File: src/rtl/bsg_mesh_router_pkg.sv
// Shared types for the mesh/ruche wormhole routing decoder: direction indices,
// header layout macro and the decoder state encoding.
`ifndef BSG_MESH_ROUTER_PKG_SV
`define BSG_MESH_ROUTER_PKG_SV

// Header flit layout, LSB-first {x, y, len}; packed fields are listed MSB-first.
`define BSG_MESH_ROUTER_HDR_T(name, x_w, y_w, len_w) \
    typedef struct packed { \
        logic [(len_w)-1:0] len; \
        logic [(y_w)-1:0]   y; \
        logic [(x_w)-1:0]   x; \
    } name;

package bsg_mesh_router_pkg;

    typedef enum logic [3:0] {
        e_dir_p  = 4'd0,
        e_dir_w  = 4'd1,
        e_dir_e  = 4'd2,
        e_dir_n  = 4'd3,
        e_dir_s  = 4'd4,
        e_dir_rw = 4'd5,
        e_dir_re = 4'd6,
        e_dir_rn = 4'd7,
        e_dir_rs = 4'd8
    } dir_e;

    typedef enum logic {
        e_head,
        e_body
    } state_e;

    localparam int max_dirs_lp = 9;

endpackage

`endif

File: src/rtl/bsg_mesh_route_compute.sv
// Combinational dimension-ordered route decode (XY or YX) with optional ruche
// express links; YX mode uses the depopulated ruche keyed on the input direction.
module bsg_mesh_route_compute
    import bsg_mesh_router_pkg::*;
#(
    parameter int x_cord_width_p   = 4,
    parameter int y_cord_width_p   = 4,
    parameter int dims_p           = 2,
    parameter int ruche_factor_X_p = 0,
    parameter int ruche_factor_Y_p = 0,
    parameter int from_dir_p       = 0,
    localparam int dirs_lp         = 2*dims_p+1
) (
    input  logic [x_cord_width_p-1:0] dest_x_i,
    input  logic [y_cord_width_p-1:0] dest_y_i,
    input  logic [x_cord_width_p-1:0] my_x_i,
    input  logic [y_cord_width_p-1:0] my_y_i,
    input  logic                      xy_order_i,
    output logic [dirs_lp-1:0]        route_o
);

    localparam logic [max_dirs_lp-1:0] from_oh_lp = max_dirs_lp'(1) << from_dir_p;
    localparam bit ruche_x_lp = (ruche_factor_X_p != 0);
    localparam bit ruche_y_lp = (ruche_factor_Y_p != 0);
    localparam int rfx_mod_lp = ruche_x_lp ? ruche_factor_X_p : 1;
    localparam int rfy_mod_lp = ruche_y_lp ? ruche_factor_Y_p : 1;

    logic x_eq, x_gt, x_lt, y_eq, y_gt, y_lt;
    logic [x_cord_width_p:0]   x_ahead;
    logic [y_cord_width_p:0]   y_ahead;
    logic [x_cord_width_p-1:0] x_back, dx;
    logic [y_cord_width_p-1:0] y_back, dy;
    logic send_re, send_rw, send_rs, send_rn, dx_hit, dy_hit;
    logic [max_dirs_lp-1:0] route_full;

    assign x_eq = (dest_x_i == my_x_i);
    assign x_gt = (dest_x_i >  my_x_i);
    assign x_lt = (dest_x_i <  my_x_i);
    assign y_eq = (dest_y_i == my_y_i);
    assign y_gt = (dest_y_i >  my_y_i);
    assign y_lt = (dest_y_i <  my_y_i);

    // Carry bit of the widened sum flags a ruche target beyond the coordinate range.
    assign x_ahead = {1'b0, my_x_i} + (x_cord_width_p+1)'(ruche_factor_X_p);
    assign y_ahead = {1'b0, my_y_i} + (y_cord_width_p+1)'(ruche_factor_Y_p);
    assign x_back  = my_x_i - x_cord_width_p'(ruche_factor_X_p);
    assign y_back  = my_y_i - y_cord_width_p'(ruche_factor_Y_p);

    assign send_re = ruche_x_lp & ~x_ahead[x_cord_width_p]
                   & (dest_x_i > x_ahead[x_cord_width_p-1:0]);
    assign send_rw = ruche_x_lp & (my_x_i > x_cord_width_p'(ruche_factor_X_p))
                   & (dest_x_i < x_back);
    assign send_rs = ruche_y_lp & ~y_ahead[y_cord_width_p]
                   & (dest_y_i > y_ahead[y_cord_width_p-1:0]);
    assign send_rn = ruche_y_lp & (my_y_i > y_cord_width_p'(ruche_factor_Y_p))
                   & (dest_y_i < y_back);

    assign dx     = x_gt ? (dest_x_i - my_x_i) : (my_x_i - dest_x_i);
    assign dy     = y_gt ? (dest_y_i - my_y_i) : (my_y_i - dest_y_i);
    assign dx_hit = ruche_x_lp & ((dx % x_cord_width_p'(rfx_mod_lp)) == '0);
    assign dy_hit = ruche_y_lp & ((dy % y_cord_width_p'(rfy_mod_lp)) == '0);

    always_comb begin
        route_full          = '0;
        route_full[e_dir_p] = x_eq & y_eq;
        if (xy_order_i) begin
            route_full[e_dir_w]  = x_lt & ~send_rw;
            route_full[e_dir_e]  = x_gt & ~send_re;
            route_full[e_dir_rw] = send_rw;
            route_full[e_dir_re] = send_re;
            route_full[e_dir_n]  = x_eq & y_lt & ~send_rn;
            route_full[e_dir_s]  = x_eq & y_gt & ~send_rs;
            route_full[e_dir_rn] = x_eq & send_rn;
            route_full[e_dir_rs] = x_eq & send_rs;
        end else begin
            // Y first: straight or ruche continuation depends on where the packet came from.
            if (from_oh_lp[e_dir_n]) begin
                route_full[e_dir_rs] = y_gt & dy_hit;
                route_full[e_dir_s]  = y_gt & ~dy_hit;
            end else if (from_oh_lp[e_dir_s]) begin
                route_full[e_dir_rn] = y_lt & dy_hit;
                route_full[e_dir_n]  = y_lt & ~dy_hit;
            end else if (from_oh_lp[e_dir_rn]) begin
                route_full[e_dir_rs] = y_gt;
            end else if (from_oh_lp[e_dir_rs]) begin
                route_full[e_dir_rn] = y_lt;
            end else begin
                route_full[e_dir_n]  = y_lt;
                route_full[e_dir_s]  = y_gt;
            end

            if (from_oh_lp[e_dir_w]) begin
                route_full[e_dir_re] = y_eq & x_gt & dx_hit;
                route_full[e_dir_e]  = y_eq & x_gt & ~dx_hit;
            end else if (from_oh_lp[e_dir_e]) begin
                route_full[e_dir_rw] = y_eq & x_lt & dx_hit;
                route_full[e_dir_w]  = y_eq & x_lt & ~dx_hit;
            end else if (from_oh_lp[e_dir_rw]) begin
                route_full[e_dir_re] = y_eq & x_gt;
            end else if (from_oh_lp[e_dir_re]) begin
                route_full[e_dir_rw] = y_eq & x_lt;
            end else begin
                route_full[e_dir_e]  = y_eq & x_gt;
                route_full[e_dir_w]  = y_eq & x_lt;
            end
        end
    end

    assign route_o = route_full[dirs_lp-1:0];

`ifndef SYNTHESIS
    // Directions beyond dirs_lp must never be selected by a valid configuration.
    always_comb assert ((route_full >> dirs_lp) == '0);
`endif

endmodule

File: src/rtl/bsg_mesh_router_decoder_wormhole.sv
// Per-input wormhole routing decoder: decodes the header, locks the route until the tail.
// Optional completed-packet counter enabled by BSG_MESH_DECODER_PKT_CNT_EN.
module bsg_mesh_router_decoder_wormhole
    import bsg_mesh_router_pkg::*;
#(
    parameter int x_cord_width_p   = 4,
    parameter int y_cord_width_p   = 4,
    parameter int len_width_p      = 4,
    parameter int flit_width_p     = 32,
    parameter int dims_p           = 2,
    parameter int ruche_factor_X_p = 0,
    parameter int ruche_factor_Y_p = 0,
    parameter int from_dir_p       = 0,
    localparam int dirs_lp         = 2*dims_p+1
) (
    input  logic                      clk_i,
    input  logic                      reset_n_i,
    input  logic                      v_i,
    input  logic [flit_width_p-1:0]   data_i,
    input  logic                      yumi_i,
    input  logic [x_cord_width_p-1:0] my_x_i,
    input  logic [y_cord_width_p-1:0] my_y_i,
    input  logic                      xy_order_i,
    output logic [dirs_lp-1:0]        req_o,
    output logic                      tail_o,
    output logic [31:0]               pkt_cnt_o
);

    `BSG_MESH_ROUTER_HDR_T(hdr_s, x_cord_width_p, y_cord_width_p, len_width_p)
    localparam int hdr_width_lp = $bits(hdr_s);

    hdr_s                   hdr;
    state_e                 state_r, state_n;
    logic [len_width_p-1:0] count_r, count_n;
    logic [dirs_lp-1:0]     route_r, route_n, route_comb;
    logic                   pkt_done;

    assign hdr = data_i[hdr_width_lp-1:0];

    bsg_mesh_route_compute #(
        .x_cord_width_p  (x_cord_width_p),
        .y_cord_width_p  (y_cord_width_p),
        .dims_p          (dims_p),
        .ruche_factor_X_p(ruche_factor_X_p),
        .ruche_factor_Y_p(ruche_factor_Y_p),
        .from_dir_p      (from_dir_p)
    ) route_compute (
        .dest_x_i  (hdr.x),
        .dest_y_i  (hdr.y),
        .my_x_i    (my_x_i),
        .my_y_i    (my_y_i),
        .xy_order_i(xy_order_i),
        .route_o   (route_comb)
    );

    always_ff @(posedge clk_i or negedge reset_n_i) begin
        if (!reset_n_i) begin
            state_r <= e_head;
            count_r <= '0;
            route_r <= '0;
        end else begin
            state_r <= state_n;
            count_r <= count_n;
            route_r <= route_n;
        end
    end

    always_comb begin
        state_n  = state_r;
        count_n  = count_r;
        route_n  = route_r;
        pkt_done = 1'b0;
        req_o    = '0;
        tail_o   = 1'b0;
        unique case (state_r)
            e_head: begin
                req_o  = {dirs_lp{v_i}} & route_comb;
                tail_o = v_i & (hdr.len == '0);
                if (yumi_i) begin
                    if (hdr.len != '0) begin
                        route_n = route_comb;
                        count_n = hdr.len;
                        state_n = e_body;
                    end else begin
                        pkt_done = 1'b1;
                    end
                end
            end
            e_body: begin
                req_o  = {dirs_lp{v_i}} & route_r;
                tail_o = v_i & (count_r == len_width_p'(1));
                if (yumi_i) begin
                    count_n = count_r - len_width_p'(1);
                    if (count_r == len_width_p'(1)) begin
                        state_n  = e_head;
                        pkt_done = 1'b1;
                    end
                end
            end
            default: ;
        endcase
    end

`ifdef BSG_MESH_DECODER_PKT_CNT_EN
    logic [31:0] pkt_cnt_r;

    always_ff @(posedge clk_i or negedge reset_n_i) begin
        if (!reset_n_i) begin
            pkt_cnt_r <= '0;
        end else if (pkt_done) begin
            pkt_cnt_r <= pkt_cnt_r + 32'd1;
        end
    end

    assign pkt_cnt_o = pkt_cnt_r;
`else
    assign pkt_cnt_o = '0;
`endif

`ifndef SYNTHESIS
    always_ff @(posedge clk_i) begin
        if (reset_n_i) begin
            assert (!(yumi_i && !v_i));
            assert ($countones(req_o) <= 1);
        end
    end
`endif

endmodule

File: config.mk
export PLATFORM = sky130hd
export DESIGN_NAME = bsg_mesh_router_decoder_wormhole
export DESIGN_NICKNAME = d
export VERILOG_FILES = /design/src/rtl/bsg_mesh_router_pkg.sv /design/src/rtl/bsg_mesh_route_compute.sv /design/src/rtl/bsg_mesh_router_decoder_wormhole.sv
export SDC_FILE = /design/constraint.sdc
export NUM_CORES = 1
export LEC_CHECK = 0
export CAP_MARGIN = 15
export CORE_MARGIN = 1.5
export CORE_UTILIZATION = 36
export CTS_CLUSTER_SIZE = 25
export DETAILED_ROUTE_END_ITERATION = 12
export PLACE_DENSITY = 0.86
export SLEW_MARGIN = 15
export SYNTH_ARGS = -nofsm -noshare
export SYNTH_HDL_FRONTEND = slang
export SYNTH_SLANG_ARGS = --single-unit
File: constraint.sdc
create_clock -name clk_i -period 2.85 [get_ports clk_i]
set_input_delay 0.7125 -clock clk_i [delete_from_list [all_inputs] [get_ports clk_i]]
set_output_delay 0.7125 -clock clk_i [all_outputs]
set_load 0.02 [all_outputs]
Yosys cells after proc, flatten, opt, wreduce, memory -nomap -nowiden
Cells that the tools add are included.

Output and inout bits: 38. Register bits after elaboration: 10. Memories kept: 0. ROM bits: 0. Bits in writable memories: 0. Latch bits: 0. Logic and storage cells: 40. Input bits: 45.

Bitwise operators: 10. Add/subtract/negate cells: 1. Divide/modulo/power cells: 0. Equal/unequal tests: 6. Magnitude comparators: 4. Reduce and logical (&&, ||, !) cells: 4. Multipliers: 0. Multiplexer cells: 12. Shift operators: 0.

Operators with widths (number): two-way mux 4 bit (4); AND 5 bit (2); one-hot mux 5 bit (2 select lines) (1); == test 4 bit (2); greater-than comparator 4 bit (2); less-than comparator 4 bit (2); one-hot mux 4 bit (2 select lines) (1); AND 1 bit (7); != test 2 bit (second input constant) (3); AND reduction 3 bit (2); == test 4 x 1 -> 1 bit (second input constant) (1); zero test 4 bit (1); two-way mux 1 bit (4); one-hot mux 1 bit (2 select lines) (2); nonzero test 4 bit (1); subtractor 4 x 1 -> 4 bit (second input constant) (1); inverter 1 bit (1).

Longest topological paths before layout
Depth after elaboration: 5. Gate-level depth with buffers: 6. Mapped depth without buffers: 6.

Modules after synthesis
From an unflattened synthesis, not the netlist that was laid out.

Cell total of the unflattened synthesis: 130. Area, all modules: 1174.9 µm².

Modules (own cells, without submodules): bsg_mesh_router_decoder_wormhole (times used 1, seq. area each 250.2 µm², area an instance 930.9 µm², cells an instance 99); bsg_mesh_route_compute (times used 1, seq. area each 0.0 µm², area an instance 244.0 µm², cells an instance 31).

Least setup slack after synthesis
OpenSTA, ideal clock, no wires.

Kind: input port to output port. Start: input port my_y_i[1]. End: output port req_o[4]. Buffers on the path: 0. Cell stages on the path: 6. Data required time: 2.138 ns. Path slack: 0.201 ns. Arrival time: 1.937 ns. Path through: inv_1 -> ha_1 -> nor2b_1 -> o211ai_1 -> a221o_1 -> a21oi_1.

Word-level cells in the longest chain between the ends: 5.

RTL lines: from (decl) (line bsg_mesh_router_decoder_wormhole.sv:22) `input logic [y_cord_width_p-1:0] my_y_i,`; greater-than comparator 4 bit (*) (line bsg_mesh_route_compute.sv:40) `assign y_gt = (dest_y_i > my_y_i);`; AND 1 bit (line bsg_mesh_route_compute.sv:72) `route_full[e_dir_s] = x_eq & y_gt & ~send_rs;`; two-way mux 4 bit (*) (line bsg_mesh_route_compute.sv:66) `if (xy_order_i) begin`; AND 5 bit (*) (line bsg_mesh_router_decoder_wormhole.sv:77) `req_o = {dirs_lp{v_i}} & route_comb;`; one-hot mux 5 bit (2 select lines) (*) (line bsg_mesh_router_decoder_wormhole.sv:75) `unique case (state_r)`; to (decl) (line bsg_mesh_router_decoder_wormhole.sv:24) `output logic [dirs_lp-1:0] req_o,`.

Every way passes the cells marked *; elsewhere a longest branch is shown, timed or not.

Worst setup path in the final report
Start: input port my_x_i[1]. End: output port req_o[4].

Word-level cells in the longest chain between the ends: 5.

RTL lines: from (decl) (line bsg_mesh_router_decoder_wormhole.sv:21) `input logic [x_cord_width_p-1:0] my_x_i,`; == test 4 bit (line bsg_mesh_route_compute.sv:36) `assign x_eq = (dest_x_i == my_x_i);`; AND 1 bit (line bsg_mesh_route_compute.sv:72); two-way mux 4 bit (line bsg_mesh_route_compute.sv:66); AND 5 bit (line bsg_mesh_router_decoder_wormhole.sv:77); one-hot mux 5 bit (2 select lines) (line bsg_mesh_router_decoder_wormhole.sv:75).

No other way between the ends.

==> results by group <==
Pwr
  – Combinational share of power: between 50% and 60%
  – Clock Power Share: 16.7%
  – Leakage dissipation: 0.708 nW
  – Cell-internal power: 0.453 mW
  – Net Sw Frac: 42.3%
  – Sequential share of power: roughly a third
  – Max IR drop VDD: roughly 0.00043 V
  – P_sw: between 0.3 and 0.4 mW
  – Power Density: roughly 540 mW/mm²

Clocking
  – # H-tree levels: 1
  – Longest Clk Path Bufs: 2
  – Worst-path clk slew: around 0.070 ns
  – CTS tree: done
  – CTS Buf Count: 3
  – CTS Root Cell: clkbuf_4
  – Clk Latency, worst-skew pair: 0.27 ns
  – CTS sink count: 10
  – # hold bufs at CTS: 0

Place
  – Post-DP HPWL: approximately 1.7 mm
  – I/O Buffers: 30
  – Cell count after placement: 194
  – Final GP Congestion: just under 0.8
  – Dpl ws: -0.742 ns

Final layout
  – Storage element area: about 250 µm²
  – # fillers: roughly 270
  – Area of the multi-input gates: 726 µm²
  – Layout cell share with drive strength beyond 1: 29.7%
  – Nets: ~230
  – Ant. Diodes: 0
  – Area grow syn2layout: 36.0%
  – Post-route insts no fill: around 200

Worst setup path
  – Crit-path max cell delay: around 0.4 ns
  – Max FO, Critical Path: 5
  – Slowest stage cell, crit path: a221o_1
  – Worst Setup Start Kind: primary input
  – CP cell instances: clkdlybuf4s15_1 -> inv_2 -> ha_4 -> nand4_1 -> a221o_1 -> a21oi_2 -> buf_6
  – WS Path Type: in -> out
  – Critical Path RT: 2.14 ns
  – Worst Path Arrival: ~2.1 ns
  – CP Capture Type: primary output

Route
  – Final WL: around 2.3 mm
  – Post-DRT Antenna Nets: 0
  – Initial DRC count: 15
  – WL/cell: 11.4 µm
  – Vias per cell: about 4.7
  – DRC Markers: 0
  – Vias: approximately 950
  – Pre-Repair DR Iteration Count: 4

STA
  – Post-route minimum period: around 2.8 ns
  – Final setup TNS: 0 ns
  – Max Clock Skew: about 0.0022 ns
  – # setup viols final: 0
  – Worst hold slack: roughly 0.52 ns
  – Hold Fails Final Rpt: 0
  – Final worst slack: roughly 0.056 ns
  – Max-slew violations: 0
  – Post-route clock period utilization: a little under 100%
  – Max Freq: 358 MHz

Yosys
  – Yosys warning count: 0
  – Asr flop ratio synth: 100%
  – Primary FF master, synth: dfrtp_1
  – Top cell type's share of synthesized area: a little under a quarter
  – Ranking of synthesized cells by area: dfrtp_1 24%, buf_4 23%, ha_1 12%
  – Avg Cell Area, Syn: between 8 and 9 µm²
  – Synth Instances: 130
  – Sequential share of the synthesized area: a little under a quarter
  – Cell Area, Synth: approximately 0.0011 mm²
  – Number of synthesized flops with an enable pin: 0
  – FF+latch count, synth: 10
  – Cell taking the most area after synthesis: dfrtp_1
  – Yosys cell types: 29

Global route
  – Total track usage: a little over an eighth
  – Global-route wire length before repair: between 3 and 4 mm
  – Largest net degree at the start of global routing: 16
  – Number of antenna violations at the first check in global routing: 0
  – Vias in the first global route: between 800 and 900
  – Gr ovfl total: 0

Floorplanning
  – Initial core utilization: 38.3%
  – I/O pins: 83
  – Die Ht: 57.4 µm
  – Area of the die: 0.00329 mm²
  – # rows: 19
  – Die width: ~57 µm
  – Core area: 0.00278 mm²

Hold path
  – Worst hold path type: reg -> reg

Outcome
  – Status: completed

Run
  – # Max-Cap Violations: 0
## synthesized netlist by cell type, types with 2 or more instances
| cell type | number |
|---|---|
| inv_1 | 17 |
| nand3_1 | 6 |
| buf_4 | 32 |
| nand2_1 | 3 |
| dfrtp_1 | 10 |
| o21ai_0 | 9 |
| nor3_1 | 3 |
| nand4_1 | 2 |
| nor2b_1 | 3 |
| mux2i_1 | 5 |
| ha_1 | 10 |
| a21oi_1 | 8 |
| nor2_1 | 4 |
| o211ai_1 | 3 |
## cells by family (layout without fill, tap and decap cells)
kind of cell,Yosys count,in the layout,share of synthesized area (%)
compound gates,27,27,15.6
simple gates,25,25,12.7
other cells,1,32,0.352
fa+ha+maj,10,10,11.8
flops,10,10,23.5
mux,6,6,6.11
buf+inv,51,62,30.0
## repair_timing
item | 4_1_cts | 5_1_grt
pin swaps | 10 | 9
setup buffers | 3 | 2
resized for setup | 61 | 26
setup endpoints to repair | 6 | 4
## sequential cells by signal, summed over array words and instances, names as in the netlist
signal and flops:
route_r 5, state_r 1, count_r 4
## path summary, 6_finish.rpt
path,startpoint,end,slack [ns],cells after the start
max in group asynchronous,reset_n_i,route_r[2],1.77,1
min in group asynchronous,reset_n_i,route_r[3],0.76,1
worst max register to register,state_r,route_r[0],1.13,3
worst max-delay path,my_x_i[1],req_o[4],0.06,7
worst min-delay path,route_r[2],route_r[2],0.52,2
worst min register to register,route_r[2],route_r[2],0.52,2
## power by group through the flow
stage / clock (mW) / combinational, mW / sequential [mW]
CTS: 0.134 / 0.364 / 0.257
detailed placement: 0 / 0.365 / 0.259
global placement: 0 / 0.352 / 0.256
floorplan: 0 / 0.292 / 0.237
finish: 0.131 / 0.394 / 0.261
global route: 0.145 / 0.433 / 0.269
## critical path: cells and delay by family
family | cells | cell delay [ns]
AO/OA/AOI/OAI | 2 | 0.55
buffers and inverters | 3 | 0.36
adder cells (fa/ha/maj) | 1 | 0.25
AND/OR/NAND/NOR | 1 | 0.20
## layer usage
layer / global-route usage, % / vias to the layer above / routed length (µm)
li1: - / 463 / -
met1: 14.6 / 447 / 912
met2: 25.5 / 31 / 1280
met3: 4.54 / 4 / 103
met4: 3.99 / 0 / 26
met5: 0 / - / 0
## metrics by stage
step | power [mW] | utilization (%) | cell area [µm²]
2_1_floorplan | 0.529 | - | 1180
3_3_place_gp | 0.609 | 47.1 | 1310
3_5_place_dp | 0.624 | 47.1 | 1310
4_1_cts | 0.755 | 50.9 | 1420
5_1_grt | 0.847 | 52.0 | 1450
6_report | 0.786 | 52.0 | 1450
## layout make-up
| type | instances | share of cell area, % |
|---|---|---|
| repair buffers | 41 | 23.0 |
| clock buffers | 4 | 2.51 |
| well taps | 31 | 2.68 |
| flip-flops and latches | 10 | 17.3 |
| inverters | 17 | 4.41 |
| multi-input cells | 100 | 50.1 |
## cell usage in the layout (no fill, tap or decap), drive strengths merged, types with 2 or more instances in the layout
| cell type | count |
|---|---|
| conb | 32 |
| buf | 17 |
| inv | 17 |
| dfrtp | 10 |
| o21ai | 10 |
| ha | 10 |
| clkbuf | 10 |
| clkdlybuf4s50 | 8 |
| a21oi | 8 |
| dlygate4sd2 | 6 |
| nand3 | 6 |
| mux2i | 5 |
| nor2 | 4 |
| clkdlybuf4s15 | 4 |
| o211ai | 3 |
| nand2 | 3 |
| nor3 | 3 |
| nor2b | 3 |
| nand4 | 2 |
| a21o | 2 |
(Power assumes the default switching activity.)
